<file path="src/rtl/video_timing_gen_pkg.sv">
// Shared raster timing table, mode enum and field widths for the
// HDMI video timing generator.
package video_timing_gen_pkg;

    localparam int unsigned VTG_NUM_MODES = 2;
    localparam int unsigned VTG_X_W       = 11;
    localparam int unsigned VTG_Y_W       = 10;
    localparam int unsigned VTG_S_W       = 9;
    localparam int unsigned VTG_SCALE_W   = 3;
    localparam int unsigned VTG_VIC_W     = 7;

    typedef enum logic [0:0] {
        MODE_480P = 1'b0,
        MODE_720P = 1'b1
    } mode_e;

    // sync_pol = 1 means sync pulses are active-high
    typedef struct packed {
        logic [VTG_X_W-1:0]     h_w;
        logic [VTG_X_W-1:0]     h_fp;
        logic [VTG_X_W-1:0]     h_sync;
        logic [VTG_X_W-1:0]     h_bp;
        logic [VTG_X_W-1:0]     h_total;
        logic [VTG_Y_W-1:0]     v_w;
        logic [VTG_Y_W-1:0]     v_fp;
        logic [VTG_Y_W-1:0]     v_sync;
        logic [VTG_Y_W-1:0]     v_bp;
        logic [VTG_Y_W-1:0]     v_total;
        logic                   sync_pol;
        logic [VTG_SCALE_W-1:0] scale;
        logic [VTG_VIC_W-1:0]   vic;
    } video_timing_t;

    localparam video_timing_t VIDEO_MODES [VTG_NUM_MODES] = '{
        '{h_w: 11'd720,  h_fp: 11'd16,  h_sync: 11'd62, h_bp: 11'd60,  h_total: 11'd858,
          v_w: 10'd480,  v_fp: 10'd9,   v_sync: 10'd6,  v_bp: 10'd30,  v_total: 10'd525,
          sync_pol: 1'b0, scale: 3'd3, vic: 7'd2},
        '{h_w: 11'd1280, h_fp: 11'd110, h_sync: 11'd40, h_bp: 11'd220, h_total: 11'd1650,
          v_w: 10'd720,  v_fp: 10'd5,   v_sync: 10'd5,  v_bp: 10'd20,  v_total: 10'd750,
          sync_pol: 1'b1, scale: 3'd5, vic: 7'd4}
    };

endpackage

</file>
<file path="src/rtl/video_timing_gen_scaled_coord_counter.sv">
// Divider-free tile coordinate: a phase counter modulo scale that bumps the
// tile index on each phase wrap.
module video_timing_gen_scaled_coord_counter
    import video_timing_gen_pkg::*;
#(
    parameter int unsigned S_W = VTG_S_W
) (
    input  logic                   clk,
    input  logic                   reset_n,
    input  logic                   clear,
    input  logic                   advance,
    input  logic [VTG_SCALE_W-1:0] scale,
    output logic [S_W-1:0]         tile
);

    logic [VTG_SCALE_W-1:0] phase_q, phase_d;
    logic [S_W-1:0]         tile_q, tile_d;

    always_comb begin
        phase_d = phase_q;
        tile_d  = tile_q;
        if (clear) begin
            phase_d = '0;
            tile_d  = '0;
        end else if (advance) begin
            if (phase_q == scale - VTG_SCALE_W'(1)) begin
                phase_d = '0;
                tile_d  = tile_q + S_W'(1);
            end else begin
                phase_d = phase_q + VTG_SCALE_W'(1);
            end
        end
    end

    always_ff @(posedge clk) begin
        if (!reset_n) begin
            phase_q <= '0;
            tile_q  <= '0;
        end else begin
            phase_q <= phase_d;
            tile_q  <= tile_d;
        end
    end

    assign tile = tile_q;

endmodule

</file>
<file path="src/rtl/video_timing_gen.sv">
// Multi-mode CEA-861 raster generator: pixel/line counters, DE, syncs, frame
// strobe and tile coordinates, with mode switches taken only at frame wrap.
module video_timing_gen
    import video_timing_gen_pkg::*;
#(
    parameter int unsigned NUM_MODES    = VTG_NUM_MODES,
    parameter int unsigned DEFAULT_MODE = 1,
    parameter int unsigned X_W          = VTG_X_W,
    parameter int unsigned Y_W          = VTG_Y_W,
    parameter int unsigned S_W          = VTG_S_W
) (
    input  logic                 clk_pixel,
    input  logic                 reset_n,
    input  logic                 mode_sel,
    output logic [X_W-1:0]       cx,
    output logic [Y_W-1:0]       cy,
    output logic                 de,
    output logic                 hsync,
    output logic                 vsync,
    output logic                 frame_start,
    output logic                 mode_active,
    output logic [VTG_VIC_W-1:0] video_id,
    output logic                 mode_changed,
    output logic [S_W-1:0]       sx,
    output logic [S_W-1:0]       sy
);

    localparam mode_e RESET_MODE = mode_e'(1'(DEFAULT_MODE));
    localparam logic  RESET_SYNC = ~VIDEO_MODES[RESET_MODE].sync_pol;

    logic [X_W-1:0] hc_q, hc_d, h_last, h_ss, h_se;
    logic [Y_W-1:0] vc_q, vc_d, v_last, v_ss, v_se;
    mode_e          mode_q, mode_d, pend_q, pend_d;
    logic           chg_q, chg_d;
    logic           line_end, frame_end, h_act, v_act, h_in, v_in, pol;
    logic [VTG_SCALE_W-1:0] scale_c;
    logic [S_W-1:0] tile_x, tile_y;

    logic [X_W-1:0]       cx_q, cx_d;
    logic [Y_W-1:0]       cy_q, cy_d;
    logic                 de_q, de_d, hsync_q, hsync_d, vsync_q, vsync_d;
    logic                 frame_start_q, frame_start_d, mode_changed_q, mode_changed_d;
    logic                 mode_active_q, mode_active_d;
    logic [VTG_VIC_W-1:0] video_id_q, video_id_d;
    logic [S_W-1:0]       sx_q, sx_d, sy_q, sy_d;

    // Counter advance, mode latch at frame wrap, and output decode of hc/vc
    always_comb begin
        h_last    = VIDEO_MODES[mode_q].h_total - X_W'(1);
        v_last    = VIDEO_MODES[mode_q].v_total - Y_W'(1);
        h_ss      = VIDEO_MODES[mode_q].h_w + VIDEO_MODES[mode_q].h_fp;
        h_se      = h_ss + VIDEO_MODES[mode_q].h_sync;
        v_ss      = VIDEO_MODES[mode_q].v_w + VIDEO_MODES[mode_q].v_fp;
        v_se      = v_ss + VIDEO_MODES[mode_q].v_sync;
        pol       = VIDEO_MODES[mode_q].sync_pol;
        scale_c   = VIDEO_MODES[mode_q].scale;
        line_end  = (hc_q == h_last);
        frame_end = line_end && (vc_q == v_last);
        h_act     = (hc_q < VIDEO_MODES[mode_q].h_w);
        v_act     = (vc_q < VIDEO_MODES[mode_q].v_w);
        h_in      = (hc_q >= h_ss) && (hc_q < h_se);
        v_in      = (vc_q >= v_ss) && (vc_q < v_se);

        hc_d = line_end ? '0 : hc_q + X_W'(1);
        vc_d = vc_q;
        if (line_end) begin
            vc_d = frame_end ? '0 : vc_q + Y_W'(1);
        end

        pend_d = pend_q;
        if (32'(mode_sel) < NUM_MODES) begin
            pend_d = mode_e'(mode_sel);
        end
        mode_d = frame_end ? pend_q : mode_q;
        chg_d  = frame_end && (pend_q != mode_q);

        cx_d           = hc_q;
        cy_d           = vc_q;
        de_d           = h_act && v_act;
        hsync_d        = ~(h_in ^ pol);
        vsync_d        = ~(v_in ^ pol);
        frame_start_d  = (hc_q == '0) && (vc_q == '0);
        mode_active_d  = mode_q;
        video_id_d     = VIDEO_MODES[mode_q].vic;
        mode_changed_d = chg_q;
        sx_d           = de_d ? tile_x : '0;
        sy_d           = de_d ? tile_y : '0;
    end

    // x tile tracks hc within the active line; y tile steps once per active line
    video_timing_gen_scaled_coord_counter #(.S_W(S_W)) u_sx (
        .clk     (clk_pixel),
        .reset_n (reset_n),
        .clear   (line_end),
        .advance (h_act),
        .scale   (scale_c),
        .tile    (tile_x)
    );

    video_timing_gen_scaled_coord_counter #(.S_W(S_W)) u_sy (
        .clk     (clk_pixel),
        .reset_n (reset_n),
        .clear   (frame_end),
        .advance (line_end && v_act),
        .scale   (scale_c),
        .tile    (tile_y)
    );

    always_ff @(posedge clk_pixel) begin
        if (!reset_n) begin
            hc_q           <= '0;
            vc_q           <= '0;
            mode_q         <= RESET_MODE;
            pend_q         <= RESET_MODE;
            chg_q          <= 1'b0;
            cx_q           <= '0;
            cy_q           <= '0;
            de_q           <= 1'b0;
            hsync_q        <= RESET_SYNC;
            vsync_q        <= RESET_SYNC;
            frame_start_q  <= 1'b0;
            mode_active_q  <= RESET_MODE;
            video_id_q     <= VIDEO_MODES[RESET_MODE].vic;
            mode_changed_q <= 1'b0;
            sx_q           <= '0;
            sy_q           <= '0;
        end else begin
            hc_q           <= hc_d;
            vc_q           <= vc_d;
            mode_q         <= mode_d;
            pend_q         <= pend_d;
            chg_q          <= chg_d;
            cx_q           <= cx_d;
            cy_q           <= cy_d;
            de_q           <= de_d;
            hsync_q        <= hsync_d;
            vsync_q        <= vsync_d;
            frame_start_q  <= frame_start_d;
            mode_active_q  <= mode_active_d;
            video_id_q     <= video_id_d;
            mode_changed_q <= mode_changed_d;
            sx_q           <= sx_d;
            sy_q           <= sy_d;
        end
    end

    assign cx           = cx_q;
    assign cy           = cy_q;
    assign de           = de_q;
    assign hsync        = hsync_q;
    assign vsync        = vsync_q;
    assign frame_start  = frame_start_q;
    assign mode_active  = mode_active_q;
    assign video_id     = video_id_q;
    assign mode_changed = mode_changed_q;
    assign sx           = sx_q;
    assign sy           = sy_q;

endmodule
</file>
<file path="config.mk">
export PLATFORM = sky130hd
export DESIGN_NAME = video_timing_gen
export DESIGN_NICKNAME = d
export VERILOG_FILES = /design/src/rtl/video_timing_gen_pkg.sv /design/src/rtl/video_timing_gen_scaled_coord_counter.sv /design/src/rtl/video_timing_gen.sv
export SDC_FILE = /design/constraint.sdc
export NUM_CORES = 1
export LEC_CHECK = 0
export CAP_MARGIN = 20
export CORE_UTILIZATION = 55
export DETAILED_ROUTE_END_ITERATION = 7
export HOLD_SLACK_MARGIN = 0.15
export PLACE_DENSITY = 0.8
export SLEW_MARGIN = 10
export SYNTH_ARGS = -nofsm -noshare
export SYNTH_HDL_FRONTEND = slang
export SYNTH_SLANG_ARGS = --single-unit
export TNS_END_PERCENT = 5
</file>
<file path="constraint.sdc">
create_clock -name clk_pixel -period 5.4 [get_ports clk_pixel]
set_input_delay 1.08 -clock clk_pixel [delete_from_list [all_inputs] [get_ports clk_pixel]]
set_output_delay 1.08 -clock clk_pixel [all_outputs]
set_load 0.01 [all_outputs]
</file>
==> Word-level counts from Yosys, hierarchy flattened <==
Cells that the tools add are included.
{ "word_totals": {"latchBits": 0, "memories": 0, "in_bits": 3, "ramBits": 0, "romBits": 0, "register_bits": 100, "word_cells": 71, "output_inout_bits": 52} }
{ "op_classes": {"shifts": 0, "add_sub_neg": 13, "n_eq_ne": 5, "multipliers": 0, "order_cmp": 7, "n_mux": 6, "n_div": 0, "bitwise_logic": 6, "reduce_logical": 14} }
{ "ops": {"columns": ["cell", "count"], "rows": [
  ["two-way mux 116 bit", 3],
  ["adder 11 bit", 2],
  ["less-than comparator 11 bit", 2],
  ["adder 10 bit", 2],
  ["less-than comparator 10 bit", 2],
  ["adder 9 x 1 -> 9 bit (second input constant)", 2],
  ["adder 11 x 1 -> 11 bit (second input constant)", 1],
  ["== test 11 bit", 1],
  ["greater-or-equal comparator 11 bit", 1],
  ["logical NOT 11 bit", 1],
  ["subtractor 11 x 1 -> 11 bit (second input constant)", 1],
  ["adder 10 x 1 -> 10 bit (second input constant)", 1],
  ["== test 10 bit", 1],
  ["greater-or-equal comparator 10 bit", 1],
  ["logical NOT 10 bit", 1],
  ["two-way mux 10 bit", 1],
  ["subtractor 10 x 1 -> 10 bit (second input constant)", 1],
  ["logical AND 1 bit", 7],
  ["adder 3 x 1 -> 3 bit (second input constant)", 2],
  ["== test 3 bit", 2],
  ["two-way mux 3 bit", 2],
  ["AND reduction 2 bit", 3],
  ["OR reduction 2 bit", 2],
  ["NOT 1 bit", 3],
  ["5 further kinds", 6]
]} }

==> Depth between registers and ports, before layout <==
Gate-level depths: netlist of the first run.
{ "depth": {"depth_word": 10, "ltp_mapped": 10, "mapped_depth_nobuf": 7} }

==> By module <==
Synthesis of the first run repeated with hierarchy kept, for this count alone.
{ "unflattened": {"hier_cells": 442, "hier_area_um2": 4245.3} }
{ "by_module_without_submodules": {"columns": ["mod", "n_inst", "area_per_inst_um2", "cells_each", "seq_area_each_um2"], "rows": [
  ["video_timing_gen", 1, 3024.2, 310, 1401.3],
  ["video_timing_gen_scaled_coord_counter", 2, 610.6, 66, 240.2]
]} }

==> Worst setup path before layout of the first run <==
OpenSTA, ideal clock, no wires.
{ "synth_path": {"path_type": "register to register", "startpoint": "register mode_q, in the netlist mode_active_d", "endpoint": "register vc_q[7], in the netlist cy_d[7]", "path_slack_ns": 2.580, "arrival_ns": 2.706, "t_required_ns": 5.285, "n_path_buf": 1, "synth_period_minus_slack_ns": 2.820, "path_stages_with_launch": 9, "setup_time_ns": 0.115, "path_cell_list": "dfxtp_1 -> buf_6 -> inv_1 -> ha_1 -> nand3b_1 -> or4_4 -> or4_1 -> xor2_1 -> nor2_2"} }
{ "synth_via": {"elab_chain_len": 8, "elab_cells_between_ends": 10, "cone_classes": "2 x add/sub; 2 x eq/ne; 4 x mux; 1 x bitwise; 1 x reduce/logical"} }
{ "synth_lines": {"columns": ["element", "line", "text"], "rows": [
  ["start, declared", "video_timing_gen.sv:33", "mode_e mode_q, mode_d, pend_q, pend_d;"],
  ["start signal, assigned", "video_timing_gen.sv:130", "mode_q <= mode_d;"],
  ["NOT 1 -> 2 bit (not written as such) *", "video_timing_gen.sv:49", "h_last = VIDEO_MODES[mode_q].h_total - X_W'(1);"],
  ["two-way mux 116 bit * (3 in a row)", null, null],
  ["subtractor 11 x 1 -> 11 bit *", "video_timing_gen.sv:49", null],
  ["named net h_last[3]", "video_timing_gen.sv:31", "logic [X_W-1:0] hc_q, hc_d, h_last, h_ss, h_se;"],
  ["== test 11 bit *", "video_timing_gen.sv:57", "line_end = (hc_q == h_last);"],
  ["logical AND 1 bit", "video_timing_gen.sv:58", "frame_end = line_end && (vc_q == v_last);"],
  ["two-way mux 10 bit", "video_timing_gen.sv:67", "vc_d = frame_end ? '0 : vc_q + Y_W'(1);"],
  ["end signal, assigned", "video_timing_gen.sv:129", "vc_q <= vc_d;"],
  ["end, declared", "video_timing_gen.sv:32", "logic [Y_W-1:0] vc_q, vc_d, v_last, v_ss, v_se;"]
]} }
The timed path passes the listed nets; every way through them passes the cells marked *. The select of a mux whose other input is x is not followed.
A chain may end at the register's enable or synchronous reset.

==> Worst setup path after layout of the first run <==
{ "layout_path": {"startpoint": "register mode_q, in the netlist mode_active_d", "endpoint": "register vc_q[0], in the netlist cy_d[0]"} }
The elaborated chain is that of the path after synthesis.

==> out/results.ini, run 1 <==
[final_layout]
n_antenna_cell=0
post-route-cell-area_sq_mm=0.00486
final_net_count=508
area_overhead_of_the_layout_relative_to_synthesis_pct=17.4
final_util=0.671
layout-drive-gt1-share=0.0604

[route]
detailedRoute.firstIterationViolations=102
drt-vias-per-instance=5.27
final_routed_wirelength_across_all_metal_layers_microns=7760
routedWlPerCell_microns=13.4
drt_pass1_iterations=4
ant_nets=0
drc=0
via_count=3050

[timing]
worst-slew-pin-transition_ps=852
timing_hold_violations_final=0
period_share=0.712
totalNegativeSetupSlack_ps=0
finalWorstPathRequiredPeriod_ps=3850
grt_setup_unrepaired=no
fin_worst_hold_slack_ps=438
timing.final.max_slew_violations=0
timing.max_slew.rel_slack=0.432
final_critical_path_setup_slack_ps=1550
finalSetupViolCount=0
skew_ps=11.5
fmax_ghz=0.260

[place]
gpl.final_weighted_congestion=0.849
preCtsSetupSlack_ps=1590
post_dp_cell_area_sq_mm=0.00464
port_buffer_cells=49
dpl.hpwl_microns=5430

[critical_path]
setup.worst_path.start_class=flop
worstPathRequired_ps=5610
critical_path.max_fanout=22
worstPathArrival_ps=4060
path_class=reg -> reg
crit_path_end_kind=flop

[global_route]
grt_max_degree=28
global_route.usage.met3=0.0494
grt_pass1_vias=2786
grt_overflow=0
fraction_of_met1_tracks_used_by_global_routing=0.259
antenna_found_initial=0
grt_first_pass_wirelength_microns=12600
grt.busiest_layer=met2
globalRouteTotalUtil=0.210
grtUsageMet2=0.356

[synth]
post_synth_mux_area_share=0.0172
yosys.cell_types.count=57
synth_commonest_cells=dfxtp_1, nor2_1, and2_1, ha_1, nand2_1
postSynthCellCount=431
synth-seq-cells=94
mean_post_synth_cell_area_sq_um=9.61
main_combinational_cell_family_by_area_after_synthesis=simple AND/OR/NAND/NOR gates
synth-compound-area-share=0.0652
yosys.area_share.adder=0.0906
synth_area_leader_cell=dfxtp_1
synth-async-reset-ratio=0
synth_xor_xnor_area_share=0.0631
synth_ff_type=dfxtp_1
synth_sequential_area_ratio=0.454
yosys.area.top_type_share=0.454
netlist_top_cells_area=dfxtp_1, ha_1, and2_1
synthesis.area_sq_mm=0.00414
synth-edff-count=0
synth_simple_gate_area_share=0.263
yosysWarnings=0
post-synth-top-count-cell=dfxtp_1

[die]
die_area_sq_mm=0.00788
floorplan.initialDensity=0.571
floorplan.die.width_microns=88.8
placementRows=31
core_area_sq_mm=0.00725
die_h_microns=88.8
num_io_pins=55

[run]
max-cap-violations=0

[pwr]
vdd_drop_max_mv=0.142
static-leakage-power_uw=0.00183
power_per_cell_area_mw_per_mm2=258

[clocking]
post-cts-setup-buffer-count=0
postCtsHoldBufs=0
tritoncts=yes
postCtsResizedCells=0
worst_skew_pair_latency_ps=370
clock-root-buffer=clkbuf_8
clock_buffer_count_from_cts=9
clock_path_buffers=2
cts.reportedPaths.clkPinSlew_ps=80
clkSinkCount=94
cts_htree_levels=3

[run_status]
outcome=completed

[worst_hold_path]
timing.hold.worst.class=reg -> reg

layout make-up:
class	count	area (sq um)
timing repair buffer	49	490
fill	613	2390
inverter	16	60.1
clock inverter	7	97.6
clock buffer	9	124
tap	99	124
multi-input combinational	305	2090
sequential	94	1880
through the flow:
stage,instances,total power [uW]
finish,579,1260
global route,579,1300
CTS,579,1270
detailed placement,563,766
global placement,563,764
floorplan,435,754
state kept, by name (all words and copies together) (netlist names), 2 cells and up:
| signal | flops |
|---|---|
| cy_d | 10 |
| sx | 9 |
| video_id | 2 |
| u_sy.phase_q | 3 |
| cx | 11 |
| u_sx.tile | 9 |
| cy | 10 |
| u_sy.tile | 9 |
| cx_d | 11 |
| sy | 9 |
| u_sx.phase_q | 3 |
cell usage in the layout, fill, tap and decap left out, types with 5 or more instances in the layout:
| cell type | count |
|---|---|
| nor2_1 | 45 |
| nand3_1 | 14 |
| and3_1 | 6 |
| inv_1 | 16 |
| ha_1 | 30 |
| and2_1 | 36 |
| nand2_1 | 25 |
| nand4_1 | 9 |
| clkdlybuf4s50_1 | 49 |
| o31ai_1 | 5 |
| dfxtp_1 | 94 |
| xor2_1 | 15 |
| nand2b_1 | 5 |
| a21oi_1 | 17 |
| clkbuf_8 | 9 |
| xnor2_1 | 13 |
| nor3_1 | 9 |
| conb_1 | 5 |
| or4_1 | 6 |
| o21ai_0 | 5 |
| mux2i_1 | 6 |
| nor4_1 | 6 |
worst max-delay path, cell delays in order, from the launching register on:
cell	delay (ps)
dfxtp_1	860
inv_1	430
ha_1	420
nand3b_1	220
or4_4	590
nor3_1	330
nand2b_1	720
nor2_1	120
worst paths after layout:
| check | slack [ps] | from | endpoint | cells after the start |
|---|---|---|---|---|
| worst max register to register | 1550 | mode_active_d | cy_d[0] | 7 |
| worst min-delay path | 440 | chg_q | mode_changed | 1 |
| worst min register to register | 440 | chg_q | mode_changed | 1 |
| worst max-delay path | 1550 | mode_active_d | cy_d[0] | 7 |
where the power goes:
part	switching [uW]	internal, uW	total [uW]
sequential	7.39	700	708
clock	244	262	506
combinational	24.1	17.2	41.2
total	276	980	1260
per-layer routing:
layer,routed length [microns],vias to the layer above
li1,-,1556
met1,3590,1416
met2,3720,65
met3,342,13
met4,99,0
met5,0,-
kinds of logic (layout without fill, tap and decap cells):
| group | Yosys count | after routing |
|---|---|---|
| multiplexers | 7 | 7 |
| other | 1 | 5 |
| adder cells (fa/ha/maj) | 30 | 30 |
| buffers and inverters | 36 | 81 |
| AND/OR/NAND/NOR | 192 | 192 |
| XOR/XNOR | 29 | 29 |
| AO/OA/AOI/OAI | 42 | 42 |
| flip-flops | 94 | 94 |
Power figures use the tool's default switching activity.
==> run 2: changes to the inputs <==
--- a/config.mk
+++ b/config.mk
@@ -6,10 +6,10 @@
 export NUM_CORES = 1
 export LEC_CHECK = 0
 export CAP_MARGIN = 20
-export CORE_UTILIZATION = 55
+export CORE_UTILIZATION = 49
 export DETAILED_ROUTE_END_ITERATION = 7
 export HOLD_SLACK_MARGIN = 0.15
-export PLACE_DENSITY = 0.8
+export PLACE_DENSITY = 0.75
 export SLEW_MARGIN = 10
 export SYNTH_ARGS = -nofsm -noshare
 export SYNTH_HDL_FRONTEND = slang
==> constraint.sdc (replaced) <==
create_clock -name clk_pixel -period 3.35 [get_ports clk_pixel]
set_input_delay 0.67 -clock clk_pixel [delete_from_list [all_inputs] [get_ports clk_pixel]]
set_output_delay 0.67 -clock clk_pixel [all_outputs]
set_load 0.01 [all_outputs]
==> out/results.ini, run 2 (synthesized netlist as in run 1, its figures left out) <==
[run_status]
outcome=completed

[global_route]
grt_first_pass_wirelength_microns=13600
grt_pass1_vias=2977
antenna_found_initial=0
grt_max_degree=23
grt_overflow=0
globalRouteTotalUtil=0.197

[timing]
grt_setup_unrepaired=no
finalWorstPathRequiredPeriod_ps=2720
timing.max_slew.rel_slack=0.580
worst-slew-pin-transition_ps=628
finalSetupViolCount=0
totalNegativeSetupSlack_ps=0
skew_ps=11.2
fmax_ghz=0.367
period_share=0.813
timing_hold_violations_final=0
timing.final.max_slew_violations=0

[clocking]
post-cts-setup-buffer-count=0
clock_path_buffers=2
clock_buffer_count_from_cts=9
worst_skew_pair_latency_ps=360
postCtsResizedCells=0
cts.reportedPaths.clkPinSlew_ps=90
clkSinkCount=94
clock-root-buffer=clkbuf_8
tritoncts=yes
cts_htree_levels=3
postCtsHoldBufs=0

[critical_path]
crit_path_cell_trace=inv_1, ha_1, nand3b_1, or4_4, nor3_1, nand2b_1, buf_4, nor2_1
reg2reg_from=mode_active_d
worstPathBufferInverterCount=2
worst_setup_path_startpoint=mode_active_d
worst_r2r_endpoint=cy_d[3]
setup.worst_path.start_class=flop
slowest_delay_ps=580
crit_slowest_cell=or4_4
r2r_setup_slack_ps=630
crit_path_end_kind=flop
worstSetupPathDepth=8
worst_setup_path_endpoint=cy_d[3]
worstPathRequired_ps=3600
worstRegToRegCells=8
largest_delay_share_family_worst_path=simple AND/OR/NAND/NOR gates
worstPathArrival_ps=2970
critical_path.max_fanout=22
path_class=reg -> reg

[die]
placementRows=33
die_area_sq_mm=0.00883
num_io_pins=55
die_h_microns=94.0
floorplan.initialDensity=0.504
floorplan.die.width_microns=94.0
core_area_sq_mm=0.00822

[final_layout]
layout_commonest_cell=dfxtp_1
most-common-layout-cells=dfxtp_1, clkdlybuf4s50_1, nor2_1, and2_1, ha_1
area_overhead_of_the_layout_relative_to_synthesis_pct=17.4
final_net_count=513
layout-drive-gt1-share=0.0680
post-route-cell-area_sq_mm=0.00486
final_util=0.592
n_antenna_cell=0

[route]
final_routed_wirelength_across_all_metal_layers_microns=7970
drt_pass1_iterations=4
via_count=3069
drc=0
routedWlPerCell_microns=13.5
drt-vias-per-instance=5.20
detailedRoute.firstIterationViolations=125
ant_nets=0

[worst_hold_path]
timing.hold.worst.class=reg -> reg

[place]
dpl.hpwl_microns=5610
port_buffer_cells=49
post_dp_cell_area_sq_mm=0.00469
gpl.final_weighted_congestion=0.891

[pwr]
power_report.internal_total_uw=1450
share_comb_of_total_power=0.037
p_switching_uw=444
total_power_uw=1890
power_frac_clock=0.360
sequentialPowerShare=0.603
swShare=0.234
vdd_drop_max_mv=0.218
static-leakage-power_uw=0.00184
power_per_cell_area_mw_per_mm2=389

[run]
max-cap-violations=0

[run 2: changes by cell type in the layout (fill, tap and decap cells not counted)]
cell and delta:
bufinv_16 -2, clkinv_2 +1, clkinv_4 +1, buf_4 +5, clkbuf_8 +1, clkbuf_1 +1
inv_6 -1, clkinvlp_4 -1
[run 2: layout make-up]
| cell class | count | area (sq um) |
|---|---|---|
| flip-flops and latches | 94 | 1880 |
| inverters | 16 | 60.1 |
| multi-input cells | 305 | 2090 |
| fillers | 732 | 3350 |
| clock inverters | 5 | 35.0 |
| well taps | 105 | 131 |
| repair buffers | 54 | 528 |
| clock buffers | 11 | 141 |
[run 2: worst min-delay path by stage]
| stage | slack [ps] | start | endpoint | depth (start not counted) |
|---|---|---|---|---|
| floorplan | 410 | chg_q | mode_changed | 1 |
| global placement | 420 | chg_q | mode_changed | 1 |
| detailed placement | 420 | chg_q | mode_changed | 1 |
| CTS | 440 | chg_q | mode_changed | 1 |
| global route | 480 | chg_q | mode_changed | 1 |
| finish | 440 | chg_q | mode_changed | 1 |
[run 2: metrics by stage]
step           std cells  hold slack (ps)  worst slack [ps]
6_report             590              442               628
5_1_grt              590              478               370
4_1_cts              590              443               623
3_5_place_dp         574              422               641
3_3_place_gp         574              418               762
2_1_floorplan        435              412               530
[run 2: routing by layer]
| layer | routed length [microns] | GRT usage |
|---|---|---|
| met1 | 3790 | 0.244 |
| met3 | 301 | 0.0437 |
| met5 | 0 | 0 |
| met2 | 3770 | 0.330 |
| met4 | 118 | 0.0808 |
[run 2: power by group through the flow]
stage	logic [uW]	registers, uW	clock network, uW
2_1_floorplan	49.2	1170	0
3_3_place_gp	68.2	1170	0
3_5_place_dp	70.1	1170	0
4_1_cts	70.8	1140	700
5_1_grt	78.8	1140	745
6_report	70.1	1140	682
[run 2: worst register-to-register path: cells and delay by family, from the launching register on]
family	cells	cell delay, ps
and+or+nand+nor	5	1400
buffers and inverters	2	570
DFF	1	320
adders and majority gates	1	320
